**src/rtl/tt_lq_tracker_if.sv**
```systemverilog
//------------------------------------------------------------------------------
// +--------------------------------------------------------------------------+
// | Module      : tt_briscv_pkg / tt_lq_tracker_if                           |
// | Description : Shared load-queue types and the bundled dispatch,          |
// |               completion, retire and status signals of tt_lq_tracker.    |
// |               master : driven by the dispatch/memory/retire side         |
// |               slave  : the tracker itself                                |
// | Revision    : 1.0  initial release                                       |
// +--------------------------------------------------------------------------+
//------------------------------------------------------------------------------
`default_nettype none

package tt_briscv_pkg;
  localparam int LQ_DEPTH = 8;

  // Per-entry record stored at dispatch and returned at retire.
  typedef struct packed {
    logic       load;        // scalar load, waits for a memory return
    logic       vec_load;    // vector load, waits for a memory return
    logic       vl_is_zero;  // vector op with vl==0, no memory access
    logic [4:0] rd;          // destination register
    logic [1:0] size;        // access size
  } lq_info_s;
endpackage

interface tt_lq_tracker_if #(
  parameter int LQ_DEPTH      = tt_briscv_pkg::LQ_DEPTH,
  parameter int LQ_DEPTH_LOG2 = $clog2(LQ_DEPTH)
);
  // Dispatch / allocation
  logic                         i_alloc_vld;
  tt_briscv_pkg::lq_info_s      i_alloc_info;
  logic                         o_alloc_rdy;
  logic [LQ_DEPTH_LOG2-1:0]     o_alloc_id;
  // Memory completion
  logic                         i_cmpl_vld;
  logic [LQ_DEPTH_LOG2-1:0]     i_cmpl_id;
  // Retire
  logic                         o_retire_vld;
  logic [LQ_DEPTH_LOG2-1:0]     o_retire_id;
  tt_briscv_pkg::lq_info_s      o_retire_info;
  logic                         i_retire_rdy;
  // Control / status
  logic                         i_flush;
  logic [LQ_DEPTH_LOG2:0]       o_count;
  logic                         o_empty;
  logic                         o_full;
  logic                         o_cmpl_err;

  modport master (
    output i_alloc_vld, i_alloc_info, i_cmpl_vld, i_cmpl_id, i_retire_rdy, i_flush,
    input  o_alloc_rdy, o_alloc_id, o_retire_vld, o_retire_id, o_retire_info,
    input  o_count, o_empty, o_full, o_cmpl_err
  );

  modport slave (
    input  i_alloc_vld, i_alloc_info, i_cmpl_vld, i_cmpl_id, i_retire_rdy, i_flush,
    output o_alloc_rdy, o_alloc_id, o_retire_vld, o_retire_id, o_retire_info,
    output o_count, o_empty, o_full, o_cmpl_err
  );
endinterface

`default_nettype wire

```
**src/rtl/tt_lq_tracker.sv**
```systemverilog
//------------------------------------------------------------------------------
// +--------------------------------------------------------------------------+
// | Module      : tt_lq_tracker                                              |
// | Description : In-order load-queue scheduler. Allocates ids at dispatch,  |
// |               accepts out-of-order completions by id and retires entries |
// |               strictly in allocation order.                              |
// | Ports       : i_clk   - clock                                            |
// |               i_reset - synchronous active-high reset                    |
// |               lq      - slave side of tt_lq_tracker_if (alloc, cmpl,     |
// |                         retire, flush and status signals)                |
// | Revision    : 1.0  initial release                                       |
// +--------------------------------------------------------------------------+
//------------------------------------------------------------------------------
`default_nettype none

module tt_lq_tracker #(
  parameter int LQ_DEPTH      = tt_briscv_pkg::LQ_DEPTH,
  parameter int LQ_DEPTH_LOG2 = $clog2(LQ_DEPTH)
) (
  input  logic               i_clk,
  input  logic               i_reset,
  tt_lq_tracker_if.slave     lq
);
  import tt_briscv_pkg::lq_info_s;

  localparam int                     C_CW    = LQ_DEPTH_LOG2 + 1;
  localparam logic [C_CW-1:0]        C_DEPTH = C_CW'(LQ_DEPTH);

  // Entry state
  logic [LQ_DEPTH-1:0]       valid_q, valid_d;
  logic [LQ_DEPTH-1:0]       done_q,  done_d;
  lq_info_s                  info_q [LQ_DEPTH];
  lq_info_s                  info_d [LQ_DEPTH];
  // Pointers wrap naturally because LQ_DEPTH is a power of two
  logic [LQ_DEPTH_LOG2-1:0]  head_q, head_d;
  logic [LQ_DEPTH_LOG2-1:0]  tail_q, tail_d;
  logic [C_CW-1:0]           count_q, count_d;
  logic                      err_q, err_d;

  logic                      w_full;
  logic                      w_retire_vld;
  logic                      w_alloc_fire;
  logic                      w_retire_fire;
  logic                      w_alloc_done;

  always_comb begin
    // Readiness comes from the registered count only, so a retire in the
    // same cycle never frees a slot for an alloc.
    w_full        = (count_q == C_DEPTH);
    w_retire_vld  = valid_q[head_q] & done_q[head_q];
    w_alloc_fire  = lq.i_alloc_vld & ~w_full & ~lq.i_flush;
    w_retire_fire = w_retire_vld & lq.i_retire_rdy & ~lq.i_flush;
    // Entries that never see a memory return are complete at dispatch.
    w_alloc_done  = (~lq.i_alloc_info.load & ~lq.i_alloc_info.vec_load)
                    | lq.i_alloc_info.vl_is_zero;

    valid_d = valid_q;
    done_d  = done_q;
    info_d  = info_q;
    head_d  = head_q;
    tail_d  = tail_q;
    count_d = count_q;
    err_d   = err_q;

    if (lq.i_flush) begin
      // Info storage is left as-is: it is qualified by valid everywhere.
      valid_d = '0;
      done_d  = '0;
      head_d  = '0;
      tail_d  = '0;
      count_d = '0;
    end else begin
      // A completion racing the allocation of its own slot is illegal; the
      // slot is still invalid in the registered state so this falls out of
      // the valid check, the explicit term only documents the intent.
      if (lq.i_cmpl_vld) begin
        if (valid_q[lq.i_cmpl_id] && !done_q[lq.i_cmpl_id] &&
            !(w_alloc_fire && (lq.i_cmpl_id == tail_q))) begin
          done_d[lq.i_cmpl_id] = 1'b1;
        end else begin
          err_d = 1'b1;
        end
      end

      // head==tail only when empty (no retire) or full (no alloc), so the
      // retire and alloc updates never touch the same slot.
      if (w_retire_fire) begin
        valid_d[head_q] = 1'b0;
        done_d[head_q]  = 1'b0;
        head_d          = head_q + 1'b1;
      end

      if (w_alloc_fire) begin
        valid_d[tail_q] = 1'b1;
        done_d[tail_q]  = w_alloc_done;
        info_d[tail_q]  = lq.i_alloc_info;
        tail_d          = tail_q + 1'b1;
      end

      count_d = count_q + C_CW'(w_alloc_fire) - C_CW'(w_retire_fire);
    end
  end

  always_ff @(posedge i_clk) begin
    if (i_reset) begin
      valid_q <= '0;
      done_q  <= '0;
      info_q  <= '{default: '0};
      head_q  <= '0;
      tail_q  <= '0;
      count_q <= '0;
      err_q   <= 1'b0;
    end else begin
      valid_q <= valid_d;
      done_q  <= done_d;
      info_q  <= info_d;
      head_q  <= head_d;
      tail_q  <= tail_d;
      count_q <= count_d;
      err_q   <= err_d;
    end
  end

  assign lq.o_alloc_rdy   = ~w_full;
  assign lq.o_alloc_id    = tail_q;
  assign lq.o_retire_vld  = w_retire_vld;
  assign lq.o_retire_id   = head_q;
  assign lq.o_retire_info = info_q[head_q];
  assign lq.o_count       = count_q;
  assign lq.o_empty       = (count_q == '0);
  assign lq.o_full        = w_full;
  assign lq.o_cmpl_err    = err_q;

endmodule

`default_nettype wire

```
**src/flat_wrapper.sv**
```systemverilog
// flat-port wrapper written by rule: the top's interface ports become plain ports
module tt_lq_tracker_flat import tt_briscv_pkg::lq_info_s;
#(
  parameter int LQ_DEPTH      = tt_briscv_pkg::LQ_DEPTH,
  parameter int LQ_DEPTH_LOG2 = $clog2(LQ_DEPTH)
)
  (i_clk, i_reset, lq_i_alloc_vld, lq_i_alloc_info, lq_i_cmpl_vld, lq_i_cmpl_id, lq_i_retire_rdy, lq_i_flush, lq_o_alloc_rdy, lq_o_alloc_id, lq_o_retire_vld, lq_o_retire_id, lq_o_retire_info, lq_o_count, lq_o_empty, lq_o_full, lq_o_cmpl_err);
  tt_lq_tracker_if #(.LQ_DEPTH(LQ_DEPTH), .LQ_DEPTH_LOG2(LQ_DEPTH_LOG2)) lq_i ();
  input  logic i_clk;
  input  logic i_reset;
  input wire logic [$bits(lq_i.i_alloc_vld)-1:0] lq_i_alloc_vld;
  input wire logic [$bits(lq_i.i_alloc_info)-1:0] lq_i_alloc_info;
  input wire logic [$bits(lq_i.i_cmpl_vld)-1:0] lq_i_cmpl_vld;
  input wire logic [$bits(lq_i.i_cmpl_id)-1:0] lq_i_cmpl_id;
  input wire logic [$bits(lq_i.i_retire_rdy)-1:0] lq_i_retire_rdy;
  input wire logic [$bits(lq_i.i_flush)-1:0] lq_i_flush;
  output wire logic [$bits(lq_i.o_alloc_rdy)-1:0] lq_o_alloc_rdy;
  output wire logic [$bits(lq_i.o_alloc_id)-1:0] lq_o_alloc_id;
  output wire logic [$bits(lq_i.o_retire_vld)-1:0] lq_o_retire_vld;
  output wire logic [$bits(lq_i.o_retire_id)-1:0] lq_o_retire_id;
  output wire logic [$bits(lq_i.o_retire_info)-1:0] lq_o_retire_info;
  output wire logic [$bits(lq_i.o_count)-1:0] lq_o_count;
  output wire logic [$bits(lq_i.o_empty)-1:0] lq_o_empty;
  output wire logic [$bits(lq_i.o_full)-1:0] lq_o_full;
  output wire logic [$bits(lq_i.o_cmpl_err)-1:0] lq_o_cmpl_err;
  assign lq_i.i_alloc_vld = lq_i_alloc_vld;
  assign lq_i.i_alloc_info = lq_i_alloc_info;
  assign lq_i.i_cmpl_vld = lq_i_cmpl_vld;
  assign lq_i.i_cmpl_id = lq_i_cmpl_id;
  assign lq_i.i_retire_rdy = lq_i_retire_rdy;
  assign lq_i.i_flush = lq_i_flush;
  assign lq_o_alloc_rdy = lq_i.o_alloc_rdy;
  assign lq_o_alloc_id = lq_i.o_alloc_id;
  assign lq_o_retire_vld = lq_i.o_retire_vld;
  assign lq_o_retire_id = lq_i.o_retire_id;
  assign lq_o_retire_info = lq_i.o_retire_info;
  assign lq_o_count = lq_i.o_count;
  assign lq_o_empty = lq_i.o_empty;
  assign lq_o_full = lq_i.o_full;
  assign lq_o_cmpl_err = lq_i.o_cmpl_err;
  tt_lq_tracker #(.LQ_DEPTH(LQ_DEPTH), .LQ_DEPTH_LOG2(LQ_DEPTH_LOG2)) u_core (.i_clk(i_clk), .i_reset(i_reset), .lq(lq_i));
endmodule
```
**config.mk**
```make
export PLATFORM = sky130hd
export DESIGN_NAME = tt_lq_tracker_flat
export DESIGN_NICKNAME = d
export VERILOG_FILES = /design/src/rtl/tt_lq_tracker_if.sv /design/src/rtl/tt_lq_tracker.sv /design/src/flat_wrapper.sv
export SDC_FILE = /design/constraint.sdc
export NUM_CORES = 1
export LEC_CHECK = 0
export ABC_CLOCK_PERIOD_IN_PS = 3300
export BUFFER_PORTS_ARGS = -buffer_cell sky130_fd_sc_hd__buf_2
export CAP_MARGIN = 0
export CORE_UTILIZATION = 51
export CTS_CLUSTER_DIAMETER = 150
export CTS_CLUSTER_SIZE = 10
export DETAILED_ROUTE_END_ITERATION = 10
export PLACE_DENSITY = 0.8
export SYNTH_ARGS = -nofsm -noshare
export SYNTH_HDL_FRONTEND = slang
export SYNTH_SLANG_ARGS = --single-unit
```
**constraint.sdc**
```tcl
create_clock -name i_clk -period 3.3 [get_ports i_clk]
set_input_delay 0 -clock i_clk [delete_from_list [all_inputs] [get_ports i_clk]]
set_output_delay 0 -clock i_clk [all_outputs]
set_load 0.05 [all_outputs]
```
== Word-level counts from Yosys, hierarchy flattened ==
Index checks and enable logic that the tools add are counted.
W data, S select, Z words.
Word-level totals
  memory bits (read-only): 0
  word-level logic and storage cells: 123
  register bits after elaboration: 107
  output and inout bits: 25
  memory bits (writable): 0
  bits of input ports: 19
  latch bits: 0
  memories: 0
Cells by class
  reduce and logical (&&, ||, !) cells: 13
  $lt $le $gt $ge: 9
  divide/modulo/power cells: 0
  add/subtract/negate cells: 4
  shift operators: 0
  $mul: 0
  bitwise logic cells: 19
  eq/ne operators: 2
  muxes and demuxes: 30
Operators with widths (count)
  $bwmux W80: 1
  $mux W8: 9
  $bmux W10 S3: 1
  $demux W10 S3: 1
  $mux W10: 3
  $and A8 B8 Y8: 2
  $or A8 B8 Y8: 2
  $bmux W1 S3: 4
  $lt A3 B4 Y1 const B: 3
  $demux W1 S3: 3
  $ge A3 B1 Y1 const B: 3
  $bwmux W8: 1
  $ge A4 B4 Y1 const B: 2
  $not A3 Y4: 2
  $not A8 Y8: 1
  $logic_and A1 B1 Y1: 7
  $mux W1: 7
  $add A3 B1 Y3 const B: 2
  $and A1 B1 Y1: 6
  $not A1 Y1: 5
  $add A4 B1 Y4: 1
  $eq A4 B4 Y1 const B: 1
  $logic_not A4 Y1: 1
  $lt A4 B1 Y1 const B: 1
  7 further kinds: 8

== Longest topological paths before layout ==
  word-level depth: 15
  depth in mapped cells: 12
  mapped depth without buffers: 11

== Worst setup path after synthesis ==
No wires, ideal clock.
  kind: reg-to-reg
  start point: register u_core.head_q[1] (netlist: u_core.lq.o_retire_id[1])
  end point: register u_core.count_q[2] (netlist: u_core.lq.o_count[2])
  path slack: 297 ps
  path buffers: 0
  clock period less this slack: 3003 ps
  library setup time: 128 ps
  cell stages (with the launch flop): 11
  data arrival time: 2876 ps
  required time: 3172 ps
  cells stage by stage: dfxtp_1 mux4_2 mux2_2 o211ai_4 inv_1 ha_1 inv_1 ha_1 fa_1 xnor2_1 nor2_1
On the way
  cells in the longest elaborated chain, start to end: 6
  elaborated cells on any way between the ends: 8
  classes of those cells: add/sub: 1; mux: 4; bitwise: 3
RTL lines
  start, declared: RTL line tt_lq_tracker.sv:35  | logic [LQ_DEPTH_LOG2-1:0] head_q, head_d;
  start signal, assigned: RTL line tt_lq_tracker.sv:109  | head_q <= '0;
  start signal, assigned: RTL line tt_lq_tracker.sv:117  | head_q <= head_d;
  $bmux W1 S3: RTL line tt_lq_tracker.sv:50  | w_retire_vld = valid_q[head_q] & done_q[head_q];
  $mux W1 (implied by the code): RTL line tt_lq_tracker.sv:50
  $and A1 B1 Y1 *: RTL line tt_lq_tracker.sv:50
  $and A1 B1 Y1 * (2 in series): RTL line tt_lq_tracker.sv:52  | w_retire_fire = w_retire_vld & lq.i_retire_rdy & ~lq.i_flush;
  $sub A4 B1 Y4 *: RTL line tt_lq_tracker.sv:100  | count_d = count_q + C_CW'(w_alloc_fire) - C_CW'(w_retire_fire);
  end signal, assigned: RTL line tt_lq_tracker.sv:119  | count_q <= count_d;
  end, declared: RTL line tt_lq_tracker.sv:37  | logic [C_CW-1:0] count_q, count_d;
Every way passes the cells marked *; elsewhere a longest branch is shown, timed or not. The select of a mux whose other input is x is not followed.
A chain may end at the register's enable or synchronous reset.

== Worst setup path after layout ==
Same ends and word-level chain as after synthesis.

==> impl_metrics.py <==
metrics = {
    "status": {
        "status": "completed",
    },
    "global_routing": {
        "use_met3_pct": 5.71,
        "grt_remaining_overflow": 0,
        "grtUsageMet2_pct": 43.6,
        "grt_pass1_wl_um": 22300,
        "grt_pass1_vias": 4549,
        "gr-usage-met1_pct": 36.4,
        "grt_max_degree": 82,
        "grt_use_total_pct": 27.6,
        "antenna_found_initial": 0,
        "grt_busiest_layer": "met2",
    },
    "sta": {
        "fmax_ghz": 0.365,
        "fin_setup_tns_ps": 0,
        "worst_slew_pin_slew_ps": 909,
        "slew_headroom_pct": 39.3,
        "hold_viol": 0,
        "whs_ps": 24.7,
        "final_max_slew_viol_count": 0,
        "timing.final.crit_period_ps": 2740,
        "skew_ps": 18.8,
        "fin_ws_ps": 557,
        "finalSetupViolCount": 0,
        "rsz0062_at_grt": "false",
        "period_share_pct": 83.1,
    },
    "power_and_ir_drop": {
        "p_sw_share_pct": 25.2,
        "seqPwrFrac_pct": 57.5,
        "powerDensity_nw_per_um2": 391,
        "p_sw_w": 0.000574,
        "combPwrFrac_pct": 8.2,
        "p_total_w": 0.00228,
        "power_leakage_nw": 2.19,
        "ir_worst_vdd_mv": 0.266,
        "pwr-share-clk_pct": 34.3,
        "internal_power_w": 0.00170,
    },
    "critical_path": {
        "endpoint": "u_core.lq.o_count[2]",
        "crit_type": "reg -> reg",
        "reg2reg_to": "u_core.lq.o_count[2]",
        "cp.required_ps": 3560,
        "reg2reg_depth": 10,
        "startpoint": "u_core.lq.o_retire_id[1]",
        "r2r_start": "u_core.lq.o_retire_id[1]",
        "crit_path_start_kind": "register",
        "r2r_setup_slack_ps": 560,
        "cp_max_fo": 5,
        "critPathArrivalTime_ps": 3000,
        "worst_setup_path_end_kind": "register",
    },
    "synth": {
        "yosys_warnings": 0,
        "synth_cell_type_count": 64,
        "synth_area_um2": 5240,
        "synth_nets": 642,
        "netlist.area_leader.share_pct": 40.9,
        "yosysTopAreaCell": "dfxtp_1",
        "ys_ff_latch": 107,
        "synth_area_leaders": "dfxtp_1, nand2_1, mux2i_1",
        "yosysSeqAreaShare_pct": 40.9,
        "syn_inst": 614,
        "synth_flop_cell": "dfxtp_1",
        "synth_enable_flop_cells": 0,
        "async_reset_ff_share_pct": 0,
        "avgSynthCellArea_um2": 8.54,
    },
    "drt": {
        "antenna_left": 0,
        "wl_per_cell_um": 17.5,
        "vias_per_cell": 5.95,
        "wl_um": 13600,
        "dr.pass1.iters": 5,
        "post-route-drc-count": 0,
        "drtIter0Drc": 325,
        "num_vias": 4632,
    },
    "placed_design": {
        "place_congestion": 0.894,
        "placedCellCount": 753,
        "port_buffers": 43,
        "pre_cts_slack_ps": 549,
        "hpwlAfterDp_um": 9180,
    },
    "die": {
        "boundaryPins": 44,
        "die_w_um": 103,
        "die_y_um": 103,
        "rows": 36,
        "initial_core_util_pct": 53.1,
        "die-area_um2": 10700,
        "core-area_um2": 9860,
    },
    "cells_and_area": {
        "drive_gt1_share_pct": 17.2,
        "layout_commonest_cell": "nand2_1",
        "num-nets-final": 671,
        "final_cell_mix": "nand2_1, dfxtp_1, a21oi_1, nor2_1, buf_2",
        "final_cells": 779,
        "diodes": 0,
        "nFillCells": 867,
        "area_growth_pct": 11.2,
    },
    "clock_network": {
        "cts_buffers": 9,
        "ctsResizeCount": 0,
        "clkTransAtPathRegs_ps": 110,
        "cts_root_buf": "clkbuf_8",
        "clock-sinks": 107,
        "post_cts_buffers": 0,
        "clock_latency_ps": 370,
        "htree_num_levels": 3,
        "cts_tree": "built",
        "clock_path_buffers": 2,
    },
    "job": {
        "maxCapViolations": 0,
    },
    "min_path": {
        "min_path_type": "in -> reg",
    },
}
power groups by stage:
stage	Clock [W]	Combinational [W]	Sequential (W)
floorplan	0	0.000125	0.00134
global placement	0	0.000171	0.00134
detailed placement	0	0.000175	0.00134
CTS	0.000792	0.000187	0.00131
global route	0.000843	0.000201	0.00131
finish	0.000783	0.000186	0.00131
final cells by class:
cell class	count	area (um2)	area share, %
Clock buffer	9	124	2.12
Tap cell	133	166	2.85
Timing Repair Buffer	70	448	7.68
Clock inverter	5	56.3	0.966
Sequential cell	107	2140	36.8
Inverter	11	41.3	0.708
Multi-Input combinational cell	444	2850	48.9
Yosys cell counts (7+ instances only):
master	count
nand2_1	134
dfxtp_1	107
a21oi_1	62
nor2_1	61
mux2i_1	42
clkbuf_1	40
mux2_2	14
mux4_2	11
inv_1	10
nand3_1	10
buf_2	9
ha_1	8
xnor2_1	7
worst max-delay path: stages (launching register included):
cell      delay, ps
dfxtp_1         430
mux4_2          560
mux2_2          330
o211ai_4        110
inv_1            90
ha_1            280
inv_1            40
ha_1            210
fa_1            390
xnor2_1         160
nor2_1           50
state kept, by name, summed over array words and instances (netlist names):
name and cells:
u_core.lq.o_count 4, u_core.done_q 8, u_core.lq.o_retire_id 3, u_core.lq.o_cmpl_err 1, u_core.lq.o_alloc_id 3, u_core.valid_q 8
u_core.info_q 80
repair_timing:
action,in CTS,in global routing
hold buffers,12,0
setup endpoints to repair,0,0
hold endpoints to repair,68,0
worst min-delay path by stage:
stage / from / end / cells past startpoint
after floorplan: lq_i_cmpl_vld / u_core.lq.o_cmpl_err / 2
after global placement: lq_i_alloc_info[0] / u_core.info_q[30] / 3
after detailed placement: lq_i_alloc_info[0] / u_core.info_q[20] / 3
after CTS: lq_i_flush / u_core.lq.o_cmpl_err / 4
after global routing: lq_i_flush / u_core.lq.o_cmpl_err / 4
final: lq_i_flush / u_core.lq.o_cmpl_err / 4
metrics by stage:
step	util (%)	instance area [um2]
after floorplan	-	5240
after global placement	56.1	5530
after detailed placement	56.1	5530
after CTS	59.1	5830
after global routing	59.1	5830
final	59.1	5830
layer usage:
metal	up-vias	part of all wire, %
met5	-	0
met4	0	2.3
met3	28	7.6
met2	202	48
met1	2229	42
li1	2173	-
cell families (layout without fill, tap and decap cells):
logic type / after synthesis / count (layout) / share of synthesized area [%]
buffers and inverters: 63 / 95 / 4.94
AO/OA/AOI/OAI: 112 / 112 / 13.9
flip-flops: 107 / 107 / 40.9
adder cells (fa/ha/maj): 9 / 9 / 2.29
AND/OR/NAND/NOR: 248 / 248 / 20.9
multiplexers: 67 / 67 / 15.8
XOR/XNOR: 8 / 8 / 1.34
Power figures use the tool's default switching activity.
